### config.mk
export PLATFORM = sky130hd
export DESIGN_NAME = i2c_xlate_table_ctrl
export DESIGN_NICKNAME = d
export VERILOG_FILES = /design/src/rtl/i2c_xlate_table_ctrl.sv
export SDC_FILE = /design/constraint.sdc
export NUM_CORES = 1
export LEC_CHECK = 0
export CAP_MARGIN = 40
export CORE_MARGIN = 2
export CORE_UTILIZATION = 45
export DETAILED_ROUTE_END_ITERATION = 7
export PLACE_DENSITY_LB_ADDON = 0.3
export SLEW_MARGIN = 20
export SYNTH_ARGS = -nofsm -noshare
export SYNTH_HDL_FRONTEND = slang
export SYNTH_SLANG_ARGS = --single-unit
### constraint.sdc
create_clock -name clk -period 5.5 [get_ports clk]
set_clock_uncertainty 0.15 [all_clocks]
set_input_delay 1.1 -clock clk [delete_from_list [all_inputs] [get_ports clk]]
set_output_delay 1.1 -clock clk [all_outputs]
set_load 0.01 [all_outputs]
### src/rtl/i2c_xlate_table_ctrl.sv
// Address-translation table plus sequential lookup scanner for the I2C translator.
// Latency: hit at entry k acks k+2 cycles after lk_req, a full miss acks N_ENTRIES+1 after.
// Backpressure: lk_req and cfg_wr_en are dropped while busy; cfg_clr_all acts in any state.
module i2c_xlate_table_ctrl #(
  parameter int IDX_W        = 2,
  parameter int ADDR_W       = 7,
  parameter bit DEFAULT_PORT = 1'b0,
  parameter int CNT_W        = 16
) (
  input  logic              clk,
  input  logic              reset,
  input  logic              cfg_wr_en,
  input  logic [IDX_W-1:0]  cfg_idx,
  input  logic              cfg_valid,
  input  logic [ADDR_W-1:0] cfg_vaddr,
  input  logic [ADDR_W-1:0] cfg_paddr,
  input  logic              cfg_port,
  input  logic              cfg_clr_all,
  output logic              cfg_ready,
  input  logic              lk_req,
  input  logic [ADDR_W-1:0] lk_vaddr,
  output logic              busy,
  output logic              lk_ack,
  output logic              lk_hit,
  output logic [ADDR_W-1:0] lk_paddr,
  output logic              lk_port,
  output logic [CNT_W-1:0]  hit_cnt,
  output logic [CNT_W-1:0]  miss_cnt
);

  localparam int N_ENTRIES = 2**IDX_W;

  typedef struct packed {
    logic              valid;
    logic [ADDR_W-1:0] vaddr;
    logic [ADDR_W-1:0] paddr;
    logic              port;
  } entry_t;

  typedef enum logic [1:0] {
    ST_IDLE = 2'd0,
    ST_SCAN = 2'd1,
    ST_RESP = 2'd2
  } state_t;

  state_t            state, state_nxt;
  entry_t            tbl [N_ENTRIES];
  entry_t            cur_ent;
  logic [IDX_W-1:0]  idx, idx_nxt;
  logic [ADDR_W-1:0] key;
  logic              cur_match;
  logic              last_idx;
  logic              res_load;
  logic              res_hit;
  logic              wr_accept;
  logic              req_accept;

  assign cfg_ready  = (state == ST_IDLE);
  assign busy       = (state != ST_IDLE);
  assign lk_ack     = (state == ST_RESP);
  assign req_accept = lk_req && (state == ST_IDLE);
  // Clear-all wins over a same-cycle write so the written entry stays invalid.
  assign wr_accept  = cfg_wr_en && (state == ST_IDLE) && !cfg_clr_all;

  assign cur_ent   = tbl[idx];
  assign cur_match = cur_ent.valid && (cur_ent.vaddr == key);
  assign last_idx  = &idx;

  always_comb begin
    state_nxt = state;
    idx_nxt   = idx;
    res_load  = 1'b0;
    res_hit   = 1'b0;
    case (state)
      ST_IDLE: begin
        if (lk_req) begin
          state_nxt = ST_SCAN;
          idx_nxt   = '0;
        end
      end
      ST_SCAN: begin
        // Ascending scan that stops on the first match gives lowest-index priority.
        if (cur_match) begin
          state_nxt = ST_RESP;
          res_load  = 1'b1;
          res_hit   = 1'b1;
        end else if (last_idx) begin
          state_nxt = ST_RESP;
          res_load  = 1'b1;
        end else begin
          idx_nxt = idx + IDX_W'(1);
        end
      end
      ST_RESP: state_nxt = ST_IDLE;
      default: state_nxt = ST_IDLE;
    endcase
  end

  always_ff @(posedge clk) begin
    if (reset) begin
      state <= ST_IDLE;
      idx   <= '0;
      key   <= '0;
    end else begin
      state <= state_nxt;
      idx   <= idx_nxt;
      if (req_accept) key <= lk_vaddr;
    end
  end

  always_ff @(posedge clk) begin
    if (reset) begin
      for (int i = 0; i < N_ENTRIES; i++) tbl[i] <= '0;
    end else if (cfg_clr_all) begin
      for (int i = 0; i < N_ENTRIES; i++) tbl[i].valid <= 1'b0;
    end else if (wr_accept) begin
      tbl[cfg_idx] <= '{valid: cfg_valid, vaddr: cfg_vaddr, paddr: cfg_paddr, port: cfg_port};
    end
  end

  // Results and counters load on entry to RESP so they are stable while lk_ack is high.
  always_ff @(posedge clk) begin
    if (reset) begin
      lk_hit   <= 1'b0;
      lk_paddr <= '0;
      lk_port  <= 1'b0;
      hit_cnt  <= '0;
      miss_cnt <= '0;
    end else if (res_load) begin
      lk_hit <= res_hit;
      if (res_hit) begin
        lk_paddr <= cur_ent.paddr;
        lk_port  <= cur_ent.port;
        if (!(&hit_cnt)) hit_cnt <= hit_cnt + CNT_W'(1);
      end else begin
        lk_paddr <= key;
        lk_port  <= DEFAULT_PORT;
        if (!(&miss_cnt)) miss_cnt <= miss_cnt + CNT_W'(1);
      end
    end
  end

endmodule
Word level (Yosys, flattened, before mapping)
Memories as Yosys holds them, arrays and structs flattened. A register that Yosys moved wholly into a read port is not among the register bits.
Index checks and enable logic that the tools add are counted.

operators by class
  add/sub/neg operators = 3
  eq/ne operators = 7
  muxes and demuxes = 33
  bitwise operators = 7
  reduce and logical (&&, ||, !) cells = 16

operators by type and width
  cell                                                             count
  16-bit by 1-bit adder with 16-bit output, second input constant  2
  16-bit AND reduction                                             2
  2-bit two-way mux                                                10
  1-bit two-way mux                                                19
  16-bit two-way mux                                               1
  16-bit OR reduction                                              1
  2-bit one-hot mux with 2 select lines                            2
  7-bit == test                                                    1
  7-bit two-way mux                                                1
  3-bit AND reduction                                              2
  1-bit logical AND                                                4
  2-bit != test, second input constant                             2
  1-bit OR                                                         4
  2-bit AND reduction                                              2
  4-bit AND reduction                                              1
  2-bit nonzero test                                               2
  3-bit != test, second input constant                             1
  1-bit NOT                                                        3
  2-bit by 1-bit adder with 2-bit output, second input constant    1
  2-bit by 1-bit == test with 1-bit output, second input constant  1
  2-bit == test, second input constant                             1
  2-bit logical NOT                                                1
  2-bit by 1-bit != test with 1-bit output, second input constant  1
  1-bit logical NOT                                                1

storage, ports and cells
  bits in registers = 52
  RAM bits = 64
  output and inout port bits = 44
  logic and storage cells = 75
  memories = 1

memories
  memory  words  width  rd ports  clocked after memory_dff  write ports  RTL line  RTL
  tbl     4      16     1         1                         4            47        entry_t tbl [N_ENTRIES];

Depth between registers and ports, before layout
Gate-level depths: netlist of the first run.

  depth in word-level cells = 9
  mapped depth = 12
  mapped depth without buffers = 8

Worst setup path before layout of the first run
Ideal clock, no wire load.

  path type = input-to-reg
  start point = in reset
  end point = mem tbl[0][0] (netlist bit) (enable)
  arrival time = 2.331 ns
  required time = 5.019 ns
  path slack = 2.688 ns
  stages on the path = 5
  buffers on the path = 1
  cells stage by stage = clkbuf_1 > nor2_1 > nand3_1 > nor3_1 > or2_2

RTL lines
  what         RTL line  RTL
  from (decl)  11        input logic reset,
  to (decl)    47

==> impl_metrics.tcl, run 1 <==
set metrics [dict create \
    outcome "finished clean" \
    clk_pin_slew_worst_paths_ps 50 \
    initial_core_util_pct 46.4 \
    drive_gt1_share_pct 10.5 \
    syn-cell-area_sq_um 5600 \
    start_kind "register" \
    r2r_setup_slack_ps 1940 \
    drt_pre_antenna_iters 4 \
    place_congestion 0.761 \
    worstSetupEndpointType "register" \
    h-tree-depth 4 \
    tritoncts "done" \
    synth_edf_count 64 \
    grt_max_degree 72 \
    wirelength_microns 12200 \
    maxCapViolations 0 \
    antenna_cells 0 \
    clockBufferDepth 2 \
    routed_via_density 5.31 \
    grt_antenna_before_repair 0 \
    die-width_microns 116 \
    ys_seq_area_share_pct 53.6 \
    ys_types 52 \
    grt_usage_pct 19.5 \
    cts-resized-gates 0 \
    synth_ff_type "edfxtp_1" \
    relSlewSlack_pct 41.0 \
    ir_drop_uv 295 \
    synth-seq-cells 118 \
    io_pins 74 \
    leakagePower_nw 2.54 \
    yosysWarnings 0 \
    avgSynthCellArea_sq_um 11.0 \
    rsz0062_at_grt "false" \
    setup_viol 0 \
    numCtsBuffers 17 \
    drv_slew 0 \
    grt_pass1_wl_microns 19900 \
    fill_cells 988 \
    crit_arrival_ps 3700 \
    grt_overflow_total 0 \
    crit_type "reg2reg" \
    post-route-min-period_ps 3560 \
    drtAntennaViolNets 0 \
    reg2reg_depth 7 \
    via_count 4070 \
    worstHoldPathType "reg2reg" \
    required_ps 5640 \
    wl_per_cell_microns 15.9 \
    fp.dieH_microns 116 \
    fin_cells 766 \
    path_max_fanout 16 \
    fmax_mhz 281 \
    worst_slew_pin_slew_ps 877 \
    dpl.cell_count 732 \
    power_density_nw_per_um2 316 \
    post-cts-setup-buffers 0 \
    cts-hold-fix-buffers 0 \
    root_buffer "clkbuf_16" \
    min_period_over_period_pct 64.8 \
    clock_sinks 118 \
    drcViolationCount 0 \
    port_buffers 73 \
    core_sq_um 12100 \
    finalSetupTns_ps 0 \
    clk_latency_ps 410 \
    grt_pass1_vias 3923 \
    dp_hpwl_microns 8220 \
    async_reset_ff_share_pct 0 \
    drt_iter0_drc 322 \
    area_delta_synth_final_pct 26.4 \
    syn_inst 510 \
    die-area_sq_um 13300 \
    finalHoldViolations 0 \
    synthesis.nets 543 \
    final_nets 618 \
    hold_slack_ps 343 \
    std_cell_rows 40 \
]
layout by cell type, fill, tap and decap left out, drive strengths merged, types with 3 or more instances in the layout:
cell type	Yosys	layout
clkdlybuf4s50	0	72
and2	68	68
edfxtp	64	64
dfxtp	54	54
nor2	41	41
nand2	38	38
a21oi	24	24
clkbuf	16	22
nor2b	20	20
nor3	19	19
mux2i	17	17
mux2	13	13
nor4	12	12
xnor2	11	11
mux4	11	11
nand3	10	10
buf	11	10
nand4	8	8
nand2b	8	8
or3	8	8
clkinv	0	7
and3	6	6
o21ai	6	6
inv	5	5
xor2	5	5
or2	4	4
or4	4	4
bufinv	0	4
o31ai	3	3
ha	3	3
a211oi	3	3
a31o	3	3
metal layers:
metal / part of all wire (%) / GRT usage [%] / up-vias
met5: 0 / 0 / -
met4: 1.6 / 6.99 / 0
met3: 6.0 / 5.44 / 16
met2: 49 / 33.5 / 139
met1: 43 / 23.5 / 1928
li1: - / - / 1987
report_power, final:
group          switching [W]  leakage (nW)  internal [W]
Sequential         0.0000182          1.10      0.000957
Combinational      0.0000728          1.15     0.0000656
Clock               0.000370         0.294      0.000751
Total               0.000461          2.54       0.00177
sequential cells by signal, summed over array words and instances (netlist names), named ones only:
| name | flops |
|---|---|
| tbl | 64 |
| hit_cnt | 16 |
| miss_cnt | 16 |
| key | 7 |
| lk_paddr | 7 |
| idx | 2 |
| state | 2 |
| lk_hit | 1 |
| lk_port | 1 |
how the worst min path moves through the flow:
stage	start	to	slack, ps	cells after the start
finish	lk_port$_SDFFE_PP0P_	lk_port$_SDFFE_PP0P_	340	2
global route	lk_hit$_SDFFE_PP0P_	lk_hit$_SDFFE_PP0P_	370	2
CTS	lk_hit$_SDFFE_PP0P_	lk_hit$_SDFFE_PP0P_	350	2
detailed placement	hit_cnt[8]$_SDFFE_PP0P_	hit_cnt[8]$_SDFFE_PP0P_	340	2
global placement	lk_hit$_SDFFE_PP0P_	lk_hit$_SDFFE_PP0P_	320	2
floorplan	key[3]$_SDFFE_PP0P_	key[3]$_SDFFE_PP0P_	310	2
stage by stage:
stage	util, %	total power (W)	cell area, sq um	worst slack [ps]
after floorplan	-	0.00107	5600	2690
after global placement	53.5	0.00112	6450	1440
after detailed placement	53.6	0.00113	6470	1630
after CTS	58.6	0.00225	7060	1570
after global routing	58.7	0.00230	7080	1580
final	58.7	0.00223	7080	1940
critical path, cell delays in order (launching register included):
cell and delay (ps):
dfxtp_1 830, mux2i_1 300, mux2i_1 300, a22oi_1 160, a211oi_2 520, and2_1 520
or3_1 300, mux2_1 350
cells in the mapped netlist (8+ instances only):
library cell | n | area [sq um]
nand2b_1 | 8 | 50.1
mux2_1 | 12 | 135
nor3_1 | 19 | 95.1
nor2_1 | 41 | 154
or3_1 | 8 | 50.1
clkbuf_1 | 15 | 56.3
a21oi_1 | 23 | 115
nand2_1 | 37 | 139
nor4_1 | 10 | 62.6
mux2i_1 | 17 | 170
nand4_1 | 8 | 50.1
nor2b_1 | 20 | 125
dfxtp_1 | 54 | 1080
mux4_2 | 11 | 248
nand3_1 | 10 | 50.1
edfxtp_1 | 64 | 1920
and2_1 | 68 | 425
xnor2_1 | 11 | 96.3
final cells by class:
class	instances	area (sq um)	share of cell area (%)
Inverter	5	18.8	0.265
Sequential cell	118	3000	42.4
Clock buffer	21	440	6.22
Clock inverter	11	156	2.21
Tap cell	168	210	2.97
Multi-Input combinational cell	360	2440	34.5
Timing Repair Buffer	83	806	11.4
logic make-up (layout without fill, tap and decap cells):
group / Yosys count / count (layout) / share of synthesized area [%]
buffers and inverters: 32 / 120 / 2.75
adders and majority gates: 3 / 3 / 0.671
and+or+nand+nor: 252 / 252 / 24.6
AOI/OAI and AO/OA: 48 / 48 / 5.74
xor gates and xnor gates: 16 / 16 / 2.50
muxes: 41 / 41 / 10.1
DFF: 118 / 118 / 53.6
No activity file was read; power rests on OpenSTA's default activity.
==> run 2, diff against run 1 <==
Clock period 5.5 ns to 3.3 ns, I/O delays scaled along.
==> impl_metrics.tcl, run 2 (synthesis results as in run 1) <==
set metrics [dict create \
    outcome "finished clean" \
    p_comb_share_pct 6.7 \
    post_dp_cell_area_sq_um 6530 \
    drt_pre_antenna_iters 4 \
    seqCellArea_sq_um 3000 \
    maxCapViolations 0 \
    tritoncts "done" \
    final_nets 624 \
    worstSetupEndpointType "register" \
    path_max_fanout 22 \
    fmax_mhz 347 \
    cts-hold-fix-buffers 0 \
    post-route-min-period_ps 2880 \
    setup_viol 0 \
    post-cts-setup-buffers 0 \
    grt_pass1_wl_microns 19500 \
    core_sq_um 12100 \
    leakagePower_nw 2.55 \
    antenna_cells 0 \
    intPower_w 0.00282 \
    finalHoldViolations 0 \
    clock_sinks 118 \
    relSlewSlack_pct 52.7 \
    std_cell_rows 40 \
    numCtsBuffers 17 \
    ir_drop_uv 383 \
    grt_pass1_vias 3984 \
    drt_iter0_drc 204 \
    place_ws_ps 417 \
    p_sw_w 0.000777 \
    largest_reg_flops 64 \
    required_ps 3440 \
    fin_area_sq_um 7090 \
    cts-resized-gates 0 \
    drtAntennaViolNets 0 \
    dp_hpwl_microns 8360 \
    grt_usage_pct 19.0 \
    grt_overflow_total 0 \
    die-area_sq_um 13300 \
    clockBufferDepth 2 \
    start_kind "register" \
    power.share.clock_pct 48.3 \
    wl_per_cell_microns 15.7 \
    swShare_pct 21.6 \
    initial_core_util_pct 46.4 \
    grt_max_degree 72 \
    final_common_cell "clkdlybuf4s50_1" \
    io_pins 74 \
    multiInputGateArea_sq_um 2440 \
    drive_gt1_share_pct 11.8 \
    place_congestion 0.775 \
    clk_latency_ps 410 \
    die-width_microns 116 \
    drcViolationCount 0 \
    clk_pin_slew_worst_paths_ps 50 \
    drv_slew 0 \
    reg_top3 "tbl (64), hit_cnt (16), miss_cnt (16)" \
    root_buffer "clkbuf_16" \
    worst_slew_pin_slew_ps 709 \
    fp.dieH_microns 116 \
    wirelength_microns 12100 \
    power_density_nw_per_um2 508 \
    finalSetupTns_ps 0 \
    final.setup.worst_slack_ps 420 \
    crit_type "reg2reg" \
    top_register "tbl" \
    worstHoldPathType "reg2reg" \
    port_buffers 73 \
    rsz0062_at_grt "false" \
    area_delta_synth_final_pct 26.6 \
    power_frac_seq_pct 45.0 \
    h-tree-depth 4 \
    fill_cells 1003 \
    crit_arrival_ps 3020 \
    grt_antenna_before_repair 0 \
    min_period_over_period_pct 87.3 \
    routed_via_density 5.23 \
    via_count 4037 \
    final_cell_mix "clkdlybuf4s50_1 (72), and2_1 (68), edfxtp_1 (64)" \
]
## run 2: layout make-up
type                    instances  share of cell area, %
clock buffers                  20                   6.30
inverters                       5                  0.265
well taps                     168                   2.97
flip-flops and latches        118                   42.4
multi-input cells             360                   34.4
repair buffers                 89                   12.1
clock inverters                12                   1.59
## run 2: final timing paths
path              cells past startpoint                       to                start  slack, ps
setup / recovery                      8  hit_cnt[5]$_SDFFE_PP0P_             register        420
hold / removal                        2      lk_hit$_SDFFE_PP0P_  lk_hit$_SDFFE_PP0P_        340
setup reg to reg                      8  hit_cnt[5]$_SDFFE_PP0P_             register        420
hold reg to reg                       2      lk_hit$_SDFFE_PP0P_  lk_hit$_SDFFE_PP0P_        340
## run 2: power groups by stage
| stage | clock network (W) | logic [W] | registers [W] |
|---|---|---|---|
| 4_1_cts | 0.00175 | 0.000243 | 0.00162 |
| 3_3_place_gp | 0 | 0.000236 | 0.00165 |
| 3_5_place_dp | 0 | 0.000242 | 0.00165 |
| 5_1_grt | 0.00183 | 0.000262 | 0.00162 |
| 2_1_floorplan | 0 | 0.000152 | 0.00164 |
| 6_report | 0.00174 | 0.000241 | 0.00162 |
## run 2: stage by stage
step	utilization, %	hold WS [ps]	power (W)	instances
2_1_floorplan	-	312	0.00179	510
5_1_grt	58.8	356	0.00371	772
4_1_cts	58.8	336	0.00362	772
3_5_place_dp	54.1	330	0.00189	740
6_report	58.8	341	0.00360	772
3_3_place_gp	54.1	315	0.00188	739
## run 2: metal layers
metal | global-route usage, % | routed length (microns) | up-vias
met4 | 5.86 | 110 | 0
met2 | 33.3 | 6150 | 101
li1 | - | - | 1999
met3 | 4.71 | 630 | 12
met1 | 23.1 | 5230 | 1925
met5 | 0 | 0 | -
## run 2: worst max-delay path, cell delays in order, from the launching register on
cell     delay, ps
dfxtp_1        390
buf_12         210
mux2i_1        260
nor2b_1        150
mux4_2         240
o211a_2        380
nand2_2        250
nor4_1         360
mux2_1         360
==> run 3, diff against run 2 <==
Settings changed: CORE_MARGIN 2 to default.
==> impl_metrics.tcl, run 3 (synthesis results as in run 1) <==
set metrics [dict create \
    outcome "finished clean" \
    fin_cells 770 \
    met3_usage_pct 5.53 \
    cts-hold-fix-buffers 0 \
    grt_antenna_before_repair 0 \
    root_buffer "clkbuf_16" \
    grt_overflow_total 0 \
    die-area_sq_um 12900 \
    port_buffers 73 \
    cts-resized-gates 0 \
    setup_viol 0 \
    dp_hpwl_microns 8640 \
    worst-path-buf-inv 0 \
    drtAntennaViolNets 0 \
    busiest_layer "met2" \
    antenna_cells 0 \
    min_period_over_period_pct 89.4 \
    drt_pre_antenna_iters 4 \
    start_kind "register" \
    path_cells "mux4_2 > xnor2_1 > o211ai_1 > a211oi_2 > nand2_2 > nor4_1 > mux2_1" \
    leakagePower_nw 2.55 \
    std_cell_rows 40 \
    routed_via_density 5.32 \
    die-width_microns 114 \
    wirelength_microns 12600 \
    area_delta_synth_final_pct 26.6 \
    grt.met2_usage_pct 35.5 \
    drive_gt1_share_pct 11.0 \
    worstSetupEndpointType "register" \
    worstHoldPathType "reg2reg" \
    finalHoldViolations 0 \
    power_density_nw_per_um2 514 \
    top_register "tbl" \
    worst_slew_pin_slew_ps 694 \
    grt_max_degree 72 \
    cpPeakStageDelay_ps 580 \
    post-cts-setup-buffers 0 \
    fmax_mhz 339 \
    crit_arrival_ps 3090 \
    maxCapViolations 0 \
    via_count 4093 \
    h-tree-depth 4 \
    final_cell_mix "clkdlybuf4s50_1 (72), and2_1 (68), edfxtp_1 (64)" \
    crit_type "reg2reg" \
    use_met1_pct 25.1 \
    clk_latency_ps 410 \
    fp.dieH_microns 114 \
    grt_pass1_vias 4087 \
    place_congestion 0.805 \
    relSlewSlack_pct 53.7 \
    rsz0062_at_grt "false" \
    clk_pin_slew_worst_paths_ps 50 \
    wl_per_cell_microns 16.3 \
    grt_pass1_wl_microns 20400 \
    numCtsBuffers 17 \
    final_common_cell "clkdlybuf4s50_1" \
    path_max_fanout 12 \
    io_pins 74 \
    finalSetupTns_ps 0 \
    largest_reg_flops 64 \
    drv_slew 0 \
    required_ps 3440 \
    grt_usage_pct 20.7 \
    core_sq_um 12100 \
    drcViolationCount 0 \
    cp_top_family "multiplexers" \
    tritoncts "done" \
    drt_iter0_drc 218 \
    clock_sinks 118 \
    post-route-min-period_ps 2950 \
    dpl.cell_count 739 \
    final_nets 623 \
    slowest_stage "mux4_2" \
    ir_drop_uv 374 \
    fill_cells 987 \
    reg_top3 "tbl (64), hit_cnt (16), miss_cnt (16)" \
    initial_core_util_pct 46.4 \
    clockBufferDepth 2 \
]
==> run 3: area by class of cell <==
type	instances	area [sq um]	share of cell area, %
clock buffers	18	429	6.05
clock inverters	13	139	1.96
inverters	5	18.8	0.265
multi-input cells	360	2440	34.4
repair buffers	88	848	12.0
well taps	168	210	2.97
flip-flops and latches	118	3000	42.4
==> run 3: stage by stage <==
step	worst slack, ps	hold WS [ps]	area (sq um)	total power (W)	utilization, %
floorplan	514	312	5600	0.00179	-
global placement	416	317	6520	0.00188	54.0
detailed placement	360	322	6520	0.00189	54.1
finish	348	334	7090	0.00364	58.8
global route	153	365	7090	0.00376	58.8
CTS	340	329	7090	0.00366	58.8
==> run 3: routing by layer <==
metal,up-vias,routed length (microns)
li1,1992,-
met1,1988,5680
met2,85,6190
met3,28,440
met4,0,249
met5,-,0
==> run 3: worst paths after layout <==
path | start | endpoint | slack, ps | cells after the start
setup / recovery | register | hit_cnt[5]$_SDFFE_PP0P_ | 350 | 7
hold / removal | lk_hit$_SDFFE_PP0P_ | lk_hit$_SDFFE_PP0P_ | 330 | 2
setup reg to reg | register | hit_cnt[5]$_SDFFE_PP0P_ | 350 | 7
hold reg to reg | lk_hit$_SDFFE_PP0P_ | lk_hit$_SDFFE_PP0P_ | 330 | 2
==> run 3: where the power goes <==
part	switching (W)	internal, W	total, W	leakage [nW]
clock network	0.000619	0.00116	0.00178	0.275
registers	0.0000260	0.00160	0.00162	1.10
logic	0.000129	0.000113	0.000242	1.17
total	0.000774	0.00287	0.00364	2.55
==> run 3: worst min-delay path: stages (launching register included) <==
cell,delay (ps)
dfxtp_1,320
nand2_1,60
a21oi_1,50
